==> config.mk <==
export PLATFORM = sky130hd
export DESIGN_NAME = mux_sel_pipe_flat
export DESIGN_NICKNAME = d
export VERILOG_FILES = /design/src/rtl/mux_sel_pipe_if.sv /design/src/rtl/mux_sel_pipe.sv /design/src/flat_wrapper.sv
export SDC_FILE = /design/constraint.sdc
export NUM_CORES = 1
export LEC_CHECK = 0
export ABC_CLOCK_PERIOD_IN_PS = 3700
export CAP_MARGIN = 40
export CORE_MARGIN = 5
export CORE_UTILIZATION = 48
export DETAILED_ROUTE_END_ITERATION = 16
export PLACE_DENSITY = 0.86
export SYNTH_ARGS = -nofsm -noshare
export SYNTH_HDL_FRONTEND = slang
export SYNTH_SLANG_ARGS = --single-unit
export TNS_END_PERCENT = 50
==> constraint.sdc <==
create_clock -name clk -period 3.7 [get_ports clk]
set_clock_uncertainty 0.1 [all_clocks]
set_input_delay 0.74 -clock clk [delete_from_list [all_inputs] [get_ports clk]]
set_output_delay 0.74 -clock clk [all_outputs]
set_load 0.05 [all_outputs]
==> src/rtl/mux_sel_pipe_if.sv <==
// Handshake bundle for mux_sel_pipe: packed input words plus select on the
// upstream side, selected word with its select/error tag on the downstream side.
interface mux_sel_pipe_if #(
  parameter int unsigned WIDTH  = 8,
  parameter int unsigned NUM_IN = 2
);
  localparam int unsigned SEL_W = (NUM_IN <= 2) ? 1 : $clog2(NUM_IN);

  logic [NUM_IN*WIDTH-1:0] in_data;
  logic [SEL_W-1:0]        in_sel;
  logic                    in_valid;
  logic                    in_ready;
  logic [WIDTH-1:0]        out_data;
  logic [SEL_W-1:0]        out_sel;
  logic                    out_err;
  logic                    out_valid;
  logic                    out_ready;

  // Producer/consumer view (testbench or neighbouring pipeline stages)
  modport master (
    output in_data, in_sel, in_valid, out_ready,
    input  in_ready, out_data, out_sel, out_err, out_valid
  );

  // Selector block view
  modport slave (
    input  in_data, in_sel, in_valid, out_ready,
    output in_ready, out_data, out_sel, out_err, out_valid
  );
endinterface

==> src/rtl/mux_sel_pipe.sv <==
// Registered N-input word selector with a 2-entry skid buffer.
// Selection happens at accept time; out-of-range selects yield a zero word
// flagged by out_err. in_ready depends only on the state register.
module mux_sel_pipe #(
  parameter int unsigned WIDTH  = 8,
  parameter int unsigned NUM_IN = 2
) (
  input  logic          clk,
  input  logic          rst,
  mux_sel_pipe_if.slave bus
);
  localparam int unsigned SEL_W = (NUM_IN <= 2) ? 1 : $clog2(NUM_IN);

  typedef enum logic [1:0] {EMPTY, ONE, TWO} state_t;

  state_t           state;
  logic [WIDTH-1:0] main_data, skid_data, beat_data;
  logic [SEL_W-1:0] main_sel, skid_sel;
  logic             main_err, skid_err, beat_err;
  logic             accept, drain;

  // Word selection for the beat currently presented upstream
  always_comb begin
    beat_data = '0;
    beat_err  = (32'(bus.in_sel) >= NUM_IN);
    for (int unsigned k = 0; k < NUM_IN; k++) begin
      if (bus.in_sel == SEL_W'(k)) beat_data = bus.in_data[k*WIDTH +: WIDTH];
    end
  end

  assign bus.in_ready  = (state != TWO);
  assign bus.out_valid = (state != EMPTY);
  assign bus.out_data  = main_data;
  assign bus.out_sel   = main_sel;
  assign bus.out_err   = main_err;

  assign accept = bus.in_valid & bus.in_ready;
  assign drain  = bus.out_valid & bus.out_ready;

  // Occupancy FSM with main/skid entry updates
  always_ff @(posedge clk or posedge rst) begin
    if (rst) begin
      state     <= EMPTY;
      main_data <= '0;
      main_sel  <= '0;
      main_err  <= 1'b0;
      skid_data <= '0;
      skid_sel  <= '0;
      skid_err  <= 1'b0;
    end else begin
      case (state)
        EMPTY: begin
          if (accept) begin
            main_data <= beat_data;
            main_sel  <= bus.in_sel;
            main_err  <= beat_err;
            state     <= ONE;
          end
        end
        ONE: begin
          if (accept && drain) begin
            main_data <= beat_data;
            main_sel  <= bus.in_sel;
            main_err  <= beat_err;
          end else if (accept) begin
            skid_data <= beat_data;
            skid_sel  <= bus.in_sel;
            skid_err  <= beat_err;
            state     <= TWO;
          end else if (drain) begin
            state <= EMPTY;
          end
        end
        TWO: begin
          if (drain) begin
            main_data <= skid_data;
            main_sel  <= skid_sel;
            main_err  <= skid_err;
            state     <= ONE;
          end
        end
        default: state <= EMPTY;
      endcase
    end
  end
endmodule

==> src/flat_wrapper.sv <==
// flat-port wrapper written by rule: the top's interface ports become plain ports
module mux_sel_pipe_flat 
#(
  parameter int unsigned WIDTH  = 8,
  parameter int unsigned NUM_IN = 2
)
  (clk, rst, bus_in_data, bus_in_sel, bus_in_valid, bus_out_ready, bus_in_ready, bus_out_data, bus_out_sel, bus_out_err, bus_out_valid);
  mux_sel_pipe_if #(.WIDTH(WIDTH), .NUM_IN(NUM_IN)) bus_i ();
  input  logic clk;
  input  logic rst;
  input wire logic [$bits(bus_i.in_data)-1:0] bus_in_data;
  input wire logic [$bits(bus_i.in_sel)-1:0] bus_in_sel;
  input wire logic [$bits(bus_i.in_valid)-1:0] bus_in_valid;
  input wire logic [$bits(bus_i.out_ready)-1:0] bus_out_ready;
  output wire logic [$bits(bus_i.in_ready)-1:0] bus_in_ready;
  output wire logic [$bits(bus_i.out_data)-1:0] bus_out_data;
  output wire logic [$bits(bus_i.out_sel)-1:0] bus_out_sel;
  output wire logic [$bits(bus_i.out_err)-1:0] bus_out_err;
  output wire logic [$bits(bus_i.out_valid)-1:0] bus_out_valid;
  assign bus_i.in_data = bus_in_data;
  assign bus_i.in_sel = bus_in_sel;
  assign bus_i.in_valid = bus_in_valid;
  assign bus_i.out_ready = bus_out_ready;
  assign bus_in_ready = bus_i.in_ready;
  assign bus_out_data = bus_i.out_data;
  assign bus_out_sel = bus_i.out_sel;
  assign bus_out_err = bus_i.out_err;
  assign bus_out_valid = bus_i.out_valid;
  mux_sel_pipe #(.WIDTH(WIDTH), .NUM_IN(NUM_IN)) u_core (.clk(clk), .rst(rst), .bus(bus_i));
endmodule
-- After elaboration in Yosys (flattened, before gate mapping)
Index checks and enable logic that the tools add are counted.
- equality and inequality tests: 8
- mux-type cells: 19
- bitwise gates (word level): 3
- reductions and logical operators: 7
- operators by type and width (operator ; number):
    $mux 8 ; 4
    $pmux 8 s3 ; 1
    $mux 2 ; 5
    $reduce_and 4->1 ; 2
    $mux 1 ; 6
    $ne 2x1->1 const B ; 3
    $pmux 1 s3 ; 2
    $pmux 2 s3 ; 1
    $ne 2x2->1 const B ; 2
    $ne 3x1->1 const B ; 1
    $reduce_and 3->1 ; 1
    $reduce_bool 3->1 ; 1
    $and 1x1->1 ; 2
    $eq 2x1->1 const B ; 1
    $eq 2x2->1 const B ; 1
    $logic_not 2->1 ; 1
    $reduce_bool 2->1 ; 1
    $logic_and 1x1->1 ; 1
    $not 1->1 ; 1
- register bits: 21
- bits of input ports: 21
- output and inout bits: 12
- word-level logic and storage cells: 43

-- Depth between registers and ports, before layout
Gate-level depths: netlist of the first run.
- word-level depth: 6
- gate-level depth with buffers: 5
- gate-level depth less buffers: 3

-- Worst setup path after synthesis of the first run
Ideal clock, no wire load.
- kind: flip-flop to output port
- from: register u_core.state[0]
- to: output port bus_out_valid
- arrival: 1.015 ns
- data required time: 2.860 ns
- setup slack: 1.845 ns
- stages on the path, launching flop included: 3
- path buffers: 1
- cell sequence: dfrtp_1 > buf_2 > or2_2
- word-level cells in the longest chain between the ends: 1
- RTL lines (element ; line ; text):
    from (decl) ; mux_sel_pipe.sv:16 ; state_t state;
    from (signal assigned) ; mux_sel_pipe.sv:43 ; state <= EMPTY;
    from (signal assigned) ; mux_sel_pipe.sv:57 ; state <= ONE;
    from (signal assigned) ; mux_sel_pipe.sv:69 ; state <= TWO;
    $reduce_bool 2->1 ; mux_sel_pipe.sv:32 ; assign bus.out_valid = (state != EMPTY);
    to (decl) ; flat_wrapper.sv:19 ; output wire logic [$bits(bus_i.out_valid)-1:0] bus_out_valid;
No other way between the ends.

-- Final worst setup path of the first run
- from: register u_core.state[0]
- to: output port bus_in_ready
- word-level cells in the longest chain between the ends: 1
- RTL lines (element ; line ; text):
    $ne 2x2->1 ; mux_sel_pipe.sv:31 ; assign bus.in_ready = (state != TWO);
    to (decl) ; flat_wrapper.sv:15 ; output wire logic [$bits(bus_i.in_ready)-1:0] bus_in_ready;
No other way between the ends.

==> results_dict.tcl, run 1 <==
set metrics [dict create \
    start_kind "register" \
    grt_usage_pct 15.6 \
    critical-path-max-stage-delay_ps 820 \
    cts_tree "done" \
    synthCells 91 \
    setup_tns_ps 0 \
    ir_drop_mv 0.446 \
    viasPerCell 5.55 \
    synth_cell_types 18 \
    synth_area_per_cell_um2 11.2 \
    p_comb_share_pct 43.1 \
    slew_viol_final 0 \
    syn_to_final_growth_pct 34.3 \
    cts_num_sinks 20 \
    ctsHtreeMaxLevel 1 \
    top_usage_layer "met2" \
    antenna_found_initial 0 \
    grt_pass1_wl_mm 3.89 \
    cts_resized 0 \
    clock_latency_ps 300 \
    clkSlewWorstSetupHoldPaths_ps 110 \
    reg2reg_depth 4 \
    clock_power_share_pct 15.4 \
    core_area_um2 1980 \
    holdBufCountCts 0 \
    path_cells "nand2b_1 > clkdlybuf4s50_1" \
    finalCritPeriodShare_pct 76.4 \
    fmax_mhz 354 \
    drc 0 \
    grt_max_degree 21 \
    antenna_cells 0 \
    crit_type "register to output pin" \
    place_hpwl_mm 1.62 \
    grt_pass1_vias 871 \
    overflow 0 \
    drive_gt1_share_pct 15.8 \
    worstPathRequired_ps 2860 \
    ioPinCount 33 \
    first_pass_iters 4 \
    power.density_nw_per_um2 605 \
    portBuffers 31 \
    die-area_um2 3140 \
    reg2reg_to "u_core.bus.out_sel" \
    die_x_um 56.0 \
    hp-class "register to register" \
    yosysSeqAreaShare_pct 49.2 \
    clock_tree.root_cell "clkbuf_4" \
    relSlewSlack_pct 50.9 \
    routed_wl_mm 2.32 \
    status "finished clean" \
    rsz0062_at_grt "false" \
    numCtsBuffers 3 \
    clockBufferDepth 2 \
    worst-path-max-fanout 15 \
    intPower_uw 498 \
    cts_setup_buffers 0 \
    yosys-top-cells-area "dfrtp_1 (49%), mux2_2 (12%), a21oi_1 (8.9%)" \
    drt_iter0_markers 25 \
    detail-route-antenna-nets 0 \
    synth_top_area_share_pct 49.2 \
    via_count 816 \
    leakage_uw 0.000549 \
    synth_area_um2 1020 \
    initial_core_util_pct 51.3 \
    place.gp.congestion 0.788 \
    cp-end-kind "output pin" \
    swShare_pct 39.8 \
    r2r_slack_ps 1810 \
    crit_slowest_cell "clkdlybuf4s50_1" \
    grtUsageMet3_pct 3.71 \
    critPathArrivalTime_ps 1990 \
    met1_usage_pct 19.6 \
    cap_violations 0 \
    power.share.sequential_pct 41.5 \
    synthesis.nets 112 \
    worst_pin_slew_ps 736 \
    yosys_warnings 0 \
    yosys.area.top_type "dfrtp_1" \
    num_rows 16 \
    setup_viol 0 \
    worstHoldStart "u_core.bus.out_data[5]" \
    power.switching_uw 329 \
    grtUsageMet2_pct 25.0 \
    fin_crit_ps 2830 \
    fin_util_pct 68.9 \
    nets 142 \
    hold_violations 0 \
    die_h_um 56.0 \
    ys_ff_latch 20 \
    rr_startpoint "u_core.state[0]" \
    hold_depth 1 \
    wl_per_cell_um 15.8 \
    hold_path_end "u_core.bus.out_data[5]" \
]
-- through the flow --
stage / std cells / worst slack [ps] / hold WS, ps / area (um^2) / total power [uW]
6_report: 147 / 873 / 421 / 1370 / 827
5_1_grt: 147 / 716 / 455 / 1370 / 870
4_1_cts: 147 / 862 / 427 / 1370 / 830
3_5_place_dp: 143 / 1210 / 401 / 1330 / 703
3_3_place_gp: 143 / 1200 / 388 / 1330 / 693
2_1_floorplan: 91 / 1840 / 377 / 1020 / 579
-- power by group through the flow --
stage,clock [uW],sequential [uW],combinational [uW]
after floorplan,0,443,136
after global placement,0,343,350
after detailed placement,0,346,357
after CTS,129,343,358
after global routing,142,354,374
final,127,343,357
-- synth_stat cells --
cell and count:
mux2i_1 9, conb_1 1, nor2b_1 1, a21oi_1 18, nor2_1 8, nand2_1 1, and4bb_2 1, mux2_2 11
buf_2 4, inv_1 1, o22ai_1 1, buf_4 2, or2_2 1, nand2b_1 1, dfrtp_1 20, nor3b_1 9
o2bb2ai_4 1, clkbuf_1 1
-- flip-flops by register name (all words and copies together), names as in the netlist --
| name | cells |
|---|---|
| u_core.skid_data | 8 |
| u_core.bus.out_sel | 1 |
| u_core.state | 2 |
| u_core.skid_sel | 1 |
| u_core.bus.out_data | 8 |
-- worst max-delay path: cells and delay by family, from the launching register on --
| family | cells | cell delay [ps] |
|---|---|---|
| flops | 1 | 670 |
| buf+inv | 1 | 820 |
| simple gates | 1 | 200 |
-- placed cells by master (no fill, tap or decap), drive strengths merged, types with 4 or more instances in the layout --
cell	instances
clkdlybuf4s50	31
dfrtp	20
a21oi	18
mux2	11
mux2i	9
nor3b	9
nor2	8
clkbuf	4
-- layer usage --
| metal | vias to the layer above | share of wire (%) |
|---|---|---|
| met3 | 7 | 6.6 |
| li1 | 376 | - |
| met2 | 43 | 48 |
| met4 | 0 | 1.7 |
| met5 | - | 0 |
| met1 | 390 | 43 |
-- cell type report --
class,count,area [um^2]
clock buffers,4,36.3
fillers,140,616
flip-flops and latches,20,500
multi-input cells,63,474
inverters,1,3.75
well taps,27,33.8
repair buffers,32,318
-- how the worst max path moves through the flow --
stage	from	end	cells past startpoint
2_1_floorplan	u_core.state[0]	bus_out_valid	2
3_3_place_gp	u_core.state[0]	bus_in_ready	2
3_5_place_dp	bus_in_sel	u_core.bus.out_data[7]	4
4_1_cts	u_core.state[0]	bus_in_ready	2
5_1_grt	u_core.state[0]	bus_in_ready	2
6_report	u_core.state[0]	bus_in_ready	2
-- kinds of logic after synthesis --
group | Yosys count | share of synthesized area [%]
compound gates | 20 | 12.2
simple gates | 22 | 13.0
mux | 20 | 21.0
buf+inv | 8 | 4.18
other cells | 1 | 0.369
flops | 20 | 49.2
(Power assumes the default switching activity.)
==> run 2: changes to the inputs <==
ABC_CLOCK_PERIOD_IN_PS = 2510   (was 3700)
CORE_UTILIZATION = 40   (was 48)
PLACE_DENSITY = 0.77   (was 0.86)
clock period = 2.51 ns   (was 3.7 ns; I/O delays follow)
==> run 2 against run 1 <==
Net effect:
- clock power increased by 110%
- largest cell class unchanged
- global-route usage decreased by 0.90 points
- non-clock buffer count increased by 3
- critical path depth increased by 1
- cell area increased by 3.7%
- highest routed layer unchanged
- first-iteration DRC count decreased by 12%
- combinational power increased by 52%
==> results_dict.tcl, run 2 (synthesized netlist as in run 1, its figures left out) <==
set metrics [dict create \
    power.density_nw_per_um2 920 \
    drc 0 \
    mostFrequentLayoutCell "clkdlybuf4s50_1" \
    fmax_mhz 463 \
    cts_num_sinks 20 \
    portBuffers 31 \
    holdBufCountCts 0 \
    rr_startpoint "u_core.state[1]" \
    grt_pass1_wl_mm 4.02 \
    grt_max_degree 21 \
    grt_usage_pct 14.7 \
    grt_pass1_vias 881 \
    place_hpwl_mm 1.75 \
    drive_gt1_share_pct 19.5 \
    worst_pin_slew_ps 768 \
    setup_tns_ps 0 \
    drt_iter0_markers 22 \
    crit_type "register to output pin" \
    reg2reg_to "u_core.bus.out_data[6]" \
    slew_viol_final 0 \
    critPathArrivalTime_ps 1560 \
    rsz0062_at_grt "false" \
    clock_tree.root_cell "clkbuf_4" \
    finalCritPeriodShare_pct 86.0 \
    worstHoldStart "u_core.bus.out_data[2]" \
    ir_drop_mv 0.627 \
    mostFrequentLayoutCells "clkdlybuf4s50_1 (29), dfrtp_1 (20), a21oi_1 (18)" \
    cts_resized 0 \
    via_count 806 \
    detail-route-antenna-nets 0 \
    cts_tree "done" \
    cp-end-kind "output pin" \
    routed_wl_mm 2.38 \
    dp_worst_setup_slack_ps 266 \
    clockBufferDepth 2 \
    hp-class "register to register" \
    status "finished clean" \
    die-area_um2 3650 \
    crit_slowest_cell "dfrtp_1" \
    worst-path-max-fanout 14 \
    path_cells "nand2b_1 > buf_4 > buf_12" \
    clock_latency_ps 300 \
    ctsHtreeMaxLevel 1 \
    finalWorstSetupSlack_ps 352 \
    initial_core_util_pct 41.4 \
    clkSlewWorstSetupHoldPaths_ps 110 \
    fin_area_um2 1420 \
    critical-path-max-stage-delay_ps 600 \
    place.gp.congestion 0.773 \
    cts_setup_buffers 0 \
    dp.cells 149 \
    die_h_um 60.4 \
    relSlewSlack_pct 48.8 \
    core_area_um2 2450 \
    syn_to_final_growth_pct 39.2 \
    numCtsBuffers 3 \
    power_uw 1300 \
    ioPinCount 33 \
    fin_crit_ps 2160 \
    overflow 0 \
    first_pass_iters 4 \
    r2r_slack_ps 780 \
    num_rows 18 \
    antenna_cells 0 \
    start_kind "register" \
    hold_depth 1 \
    hold_path_end "u_core.bus.out_data[2]" \
    hold_violations 0 \
    antenna_found_initial 0 \
    worstPathRequired_ps 1910 \
    wl_per_cell_um 15.5 \
    final_cells 153 \
    die_x_um 60.4 \
    reg2reg_depth 3 \
    place_area_um2 1360 \
    leakage_uw 0.000578 \
    cap_violations 0 \
    nets 145 \
    viasPerCell 5.27 \
    setup_viol 0 \
]
-- run 2: cell count changes in the layout (fill, tap and decap cells not counted) --
cell	before	now
clkbuf_8	1	0
bufinv_16	0	1
buf_4	1	5
clkdlybuf4s50_1	31	29
buf_12	0	1
-- run 2: metal layers --
metal / wire length, um / global-route usage (%) / up-vias
met1: 991 / 18.6 / 393
met2: 1220 / 24.2 / 25
met4: 30 / 5.57 / 0
met3: 134 / 3.62 / 4
met5: 0 / 0 / -
li1: - / - / 384
-- run 2: worst max path at each step --
stage / cells after the start / slack [ps] / startpoint / to
5_1_grt: 3 / 240 / u_core.state[1] / bus_in_ready
4_1_cts: 3 / 360 / u_core.state[1] / bus_in_ready
6_report: 3 / 350 / u_core.state[1] / bus_in_ready
3_3_place_gp: 4 / 310 / bus_out_ready / u_core.bus.out_data[1]
2_1_floorplan: 2 / 890 / u_core.state[0] / bus_out_valid
3_5_place_dp: 4 / 270 / bus_out_ready / u_core.bus.out_data[4]
-- run 2: worst max-delay path, delay by kind of cell, from the launching register on --
kind                   cells  cell delay, ps
buffers and inverters      2             390
flip-flops                 1             600
AND/OR/NAND/NOR            1             260
-- run 2: report_power, final --
part | leakage (uW) | switching [uW] | internal [uW] | total [uW]
registers | 0.000230 | 73.1 | 427 | 500
clock network | 0.0000279 | 99.4 | 161 | 261
logic | 0.000320 | 316 | 226 | 542
-- run 2: final cells by class --
type / count / area (um^2)
multi-input combinational: 63 / 474
sequential: 20 / 500
tap: 30 / 37.5
clock inverter: 1 / 30.0
inverter: 1 / 3.75
timing repair buffer: 35 / 348
clock buffer: 3 / 22.5
fill: 212 / 1040
-- run 2: stage by stage --
stage          hold slack [ps]  utilization (%)
3_3_place_gp               386             55.6
6_report                   418             57.7
3_5_place_dp               395             55.6
4_1_cts                    424             57.7
5_1_grt                    439             57.7
2_1_floorplan              366                -
==> edit: new RTL, flow settings as in run 1 <==
Re-encode `state_t` (3 states) as one-hot, 3 bits wide.
--- a/src/rtl/mux_sel_pipe.sv
+++ b/src/rtl/mux_sel_pipe.sv
@@ -13,3 +13,3 @@
 
-  typedef enum logic [1:0] {EMPTY, ONE, TWO} state_t;
+  typedef enum logic [2:0] {EMPTY = 3'b001, ONE = 3'b010, TWO = 3'b100} state_t;
 
Check against the original RTL: same outputs for any inputs over 10 cycles, from zero or initial values and one cycle with rst high; not proved beyond that.
==> edit against run 1 <==
Via count decreased by 8.8%. First-iteration DRC count fell by 84%. Routed wire length decreased by 8.5%. Sequential cell count up 1. Setup slack worse by 0.11 ns. Non-clock buffer count shrank 1. Area after synthesis grew 16%. Cell count fell by 4.1%. Clock power is 12% lower. Power up 38%. Final area rose by 12%. Fmax fell by 3.6%. Critical endpoint is now bus_out_valid. Largest power group unchanged.
==> edit: results (changes against run 1) <==
Run status
  – Status: complete, no violations

Routing
  – Number of DRC markers in iteration 0: 4 (-84%)
  – Initial DRT Pass Iterations: 4 (unchanged)
  – DR WL/cell: 15.1 um (-4.6%)
  – Via density: 5.28 (-4.9%)

Synth
  – Cell variety after synth: 26 (+8)
  – Mapped Nets: 101 (-9.8%)
  – Flops & latches, synth: 21 (+5.0%)
  – Ranking of synthesized cells by area: dfrtp_1, mux2_4, mux2_2
  – Ys Warns: 0 (unchanged)
  – Post-synth top cells: dfrtp_1, mux2_2, mux2_4
  – Post-synth top flop: dfrtp_1
  – Asr flop ratio synth: 1.00 (unchanged)
  – Sequential fraction of the synthesis area: 0.447 (-0.0451)

Clock network
  – Clock slew at reported path FFs: 0.11 ns (about the same)
  – CTS root buf: clkbuf_4
  – # resized after CTS: 0 (unchanged)
  – Worst-skew pair later-pin latency: 0.30 ns (about the same)
  – H-tree depth: 1 (unchanged)
  – Post-CTS Setup Inserts: 0 (unchanged)
  – Buffer depth of the longest clock path: 2 (unchanged)
  – CTS Buf Count: 3 (unchanged)

Timing
  – Worst-Margin Slew: 0.766 ns (+0.0298 ns)

Cells and area
  – # diodes: 0 (unchanged)
  – Inverters: 2 (+1)
  – # fillers: 185 (+32%)
  – Number of non-clock buffers: 31 (-3.1%)
  – Area of the multi-input gates: 617 sq um (+30%)
  – Nets: 133 (-6.3%)
  – Seq/total area: 0.345 (-0.0209)
  – Share of post-route cells with drive strength above 1: 0.387 (+0.229)
  – Multi-input gates: 53 (-16%)
  – Buffering overhead: 0.203 (-0.0292)
  – CLK BUF: 4 (unchanged)
  – Clock-cell share: 0.0172 (-0.00933)

GRT
  – Vias in the first global route: 756 (-13%)
  – First-pass GRT wire length: 3530 um (-9.2%)
  – Initial antenna violation count: 0 (unchanged)
  – Largest net degree at the start of global routing: 22 (+4.8%)
  – GRT Util Overall: 0.135 (-0.0204)

Worst setup path
  – CP Max Fanout: 8 (-7)
  – WP data arrival: 2.09 ns (+0.10 ns)

Placed design
  – Buffers added on ports: 31 (unchanged)
  – HPWL Detailed: 1590 um (-2.1%)
  – GPL Wtd Cong: 0.672 (-15%)

Power and ir drop
  – Peak supply drop: 0.449 mV (+0.66%)
  – Int Power: 674 uW (+35%)
  – Leak: 0.000678 uW (+24%)
  – Comb pwr: 613 uW (+72%)
  – Total sequential power: 413 uW (+20%)

Hold path
  – Hold/Removal Path Class: reg2reg
## edit: cell count changes after synthesis, moves of 3 or more
cell / change
mux2_4: +17
buf_2: -3
nor2_1: -8
mux2i_1: -9
a21oi_1: -17
mux2_2: +7
nor3b_1: -9
## edit: critical path, cell delays in order, from the launching register on
cell and delay, ns:
dfstp_2 0.63, or3b_2 0.45, clkdlybuf4s50_1 0.71
## edit: cell families after synthesis
logic type      synth area share
mux                        0.389
flops                      0.447
simple gates              0.0828
compound gates            0.0488
buf+inv                   0.0297
other cells              0.00318
## edit: layer usage
| layer | GRT usage | share of wire | up-vias |
|---|---|---|---|
| li1 | - | - | 354 |
| met1 | 0.163 | 0.42 | 370 |
| met2 | 0.232 | 0.52 | 18 |
| met3 | 0.0414 | 0.040 | 2 |
| met4 | 0.0380 | 0.011 | 0 |
| met5 | 0 | 0 | - |
## edit: per-stage QoR
stage | total power [uW] | worst slack (ns) | util | instance area [sq um] | cells
global placement | 1020 | 1.06 | 0.622 | 1500 | 137
finish | 1140 | 0.766 | 0.633 | 1530 | 141
global route | 1200 | 0.703 | 0.633 | 1530 | 141
detailed placement | 1030 | 1.03 | 0.622 | 1500 | 137
CTS | 1150 | 0.754 | 0.633 | 1530 | 141
floorplan | 854 | 1.57 | - | 1180 | 80
## edit: worst paths after layout
kind                                      from                      to  slack (ns)  cells past startpoint
max in group asynchronous                  rst     u_core.skid_data[0]        2.26                      2
setup / recovery               u_core.state[0]           bus_out_valid        0.77                      2
hold / removal             u_core.skid_data[2]     u_core.skid_data[2]        0.42                      1
setup reg to reg               u_core.state[2]  u_core.bus.out_data[1]        1.80                      3
hold reg to reg            u_core.skid_data[2]     u_core.skid_data[2]        0.42                      1
min in group asynchronous                  rst  u_core.bus.out_data[4]        0.76                      2
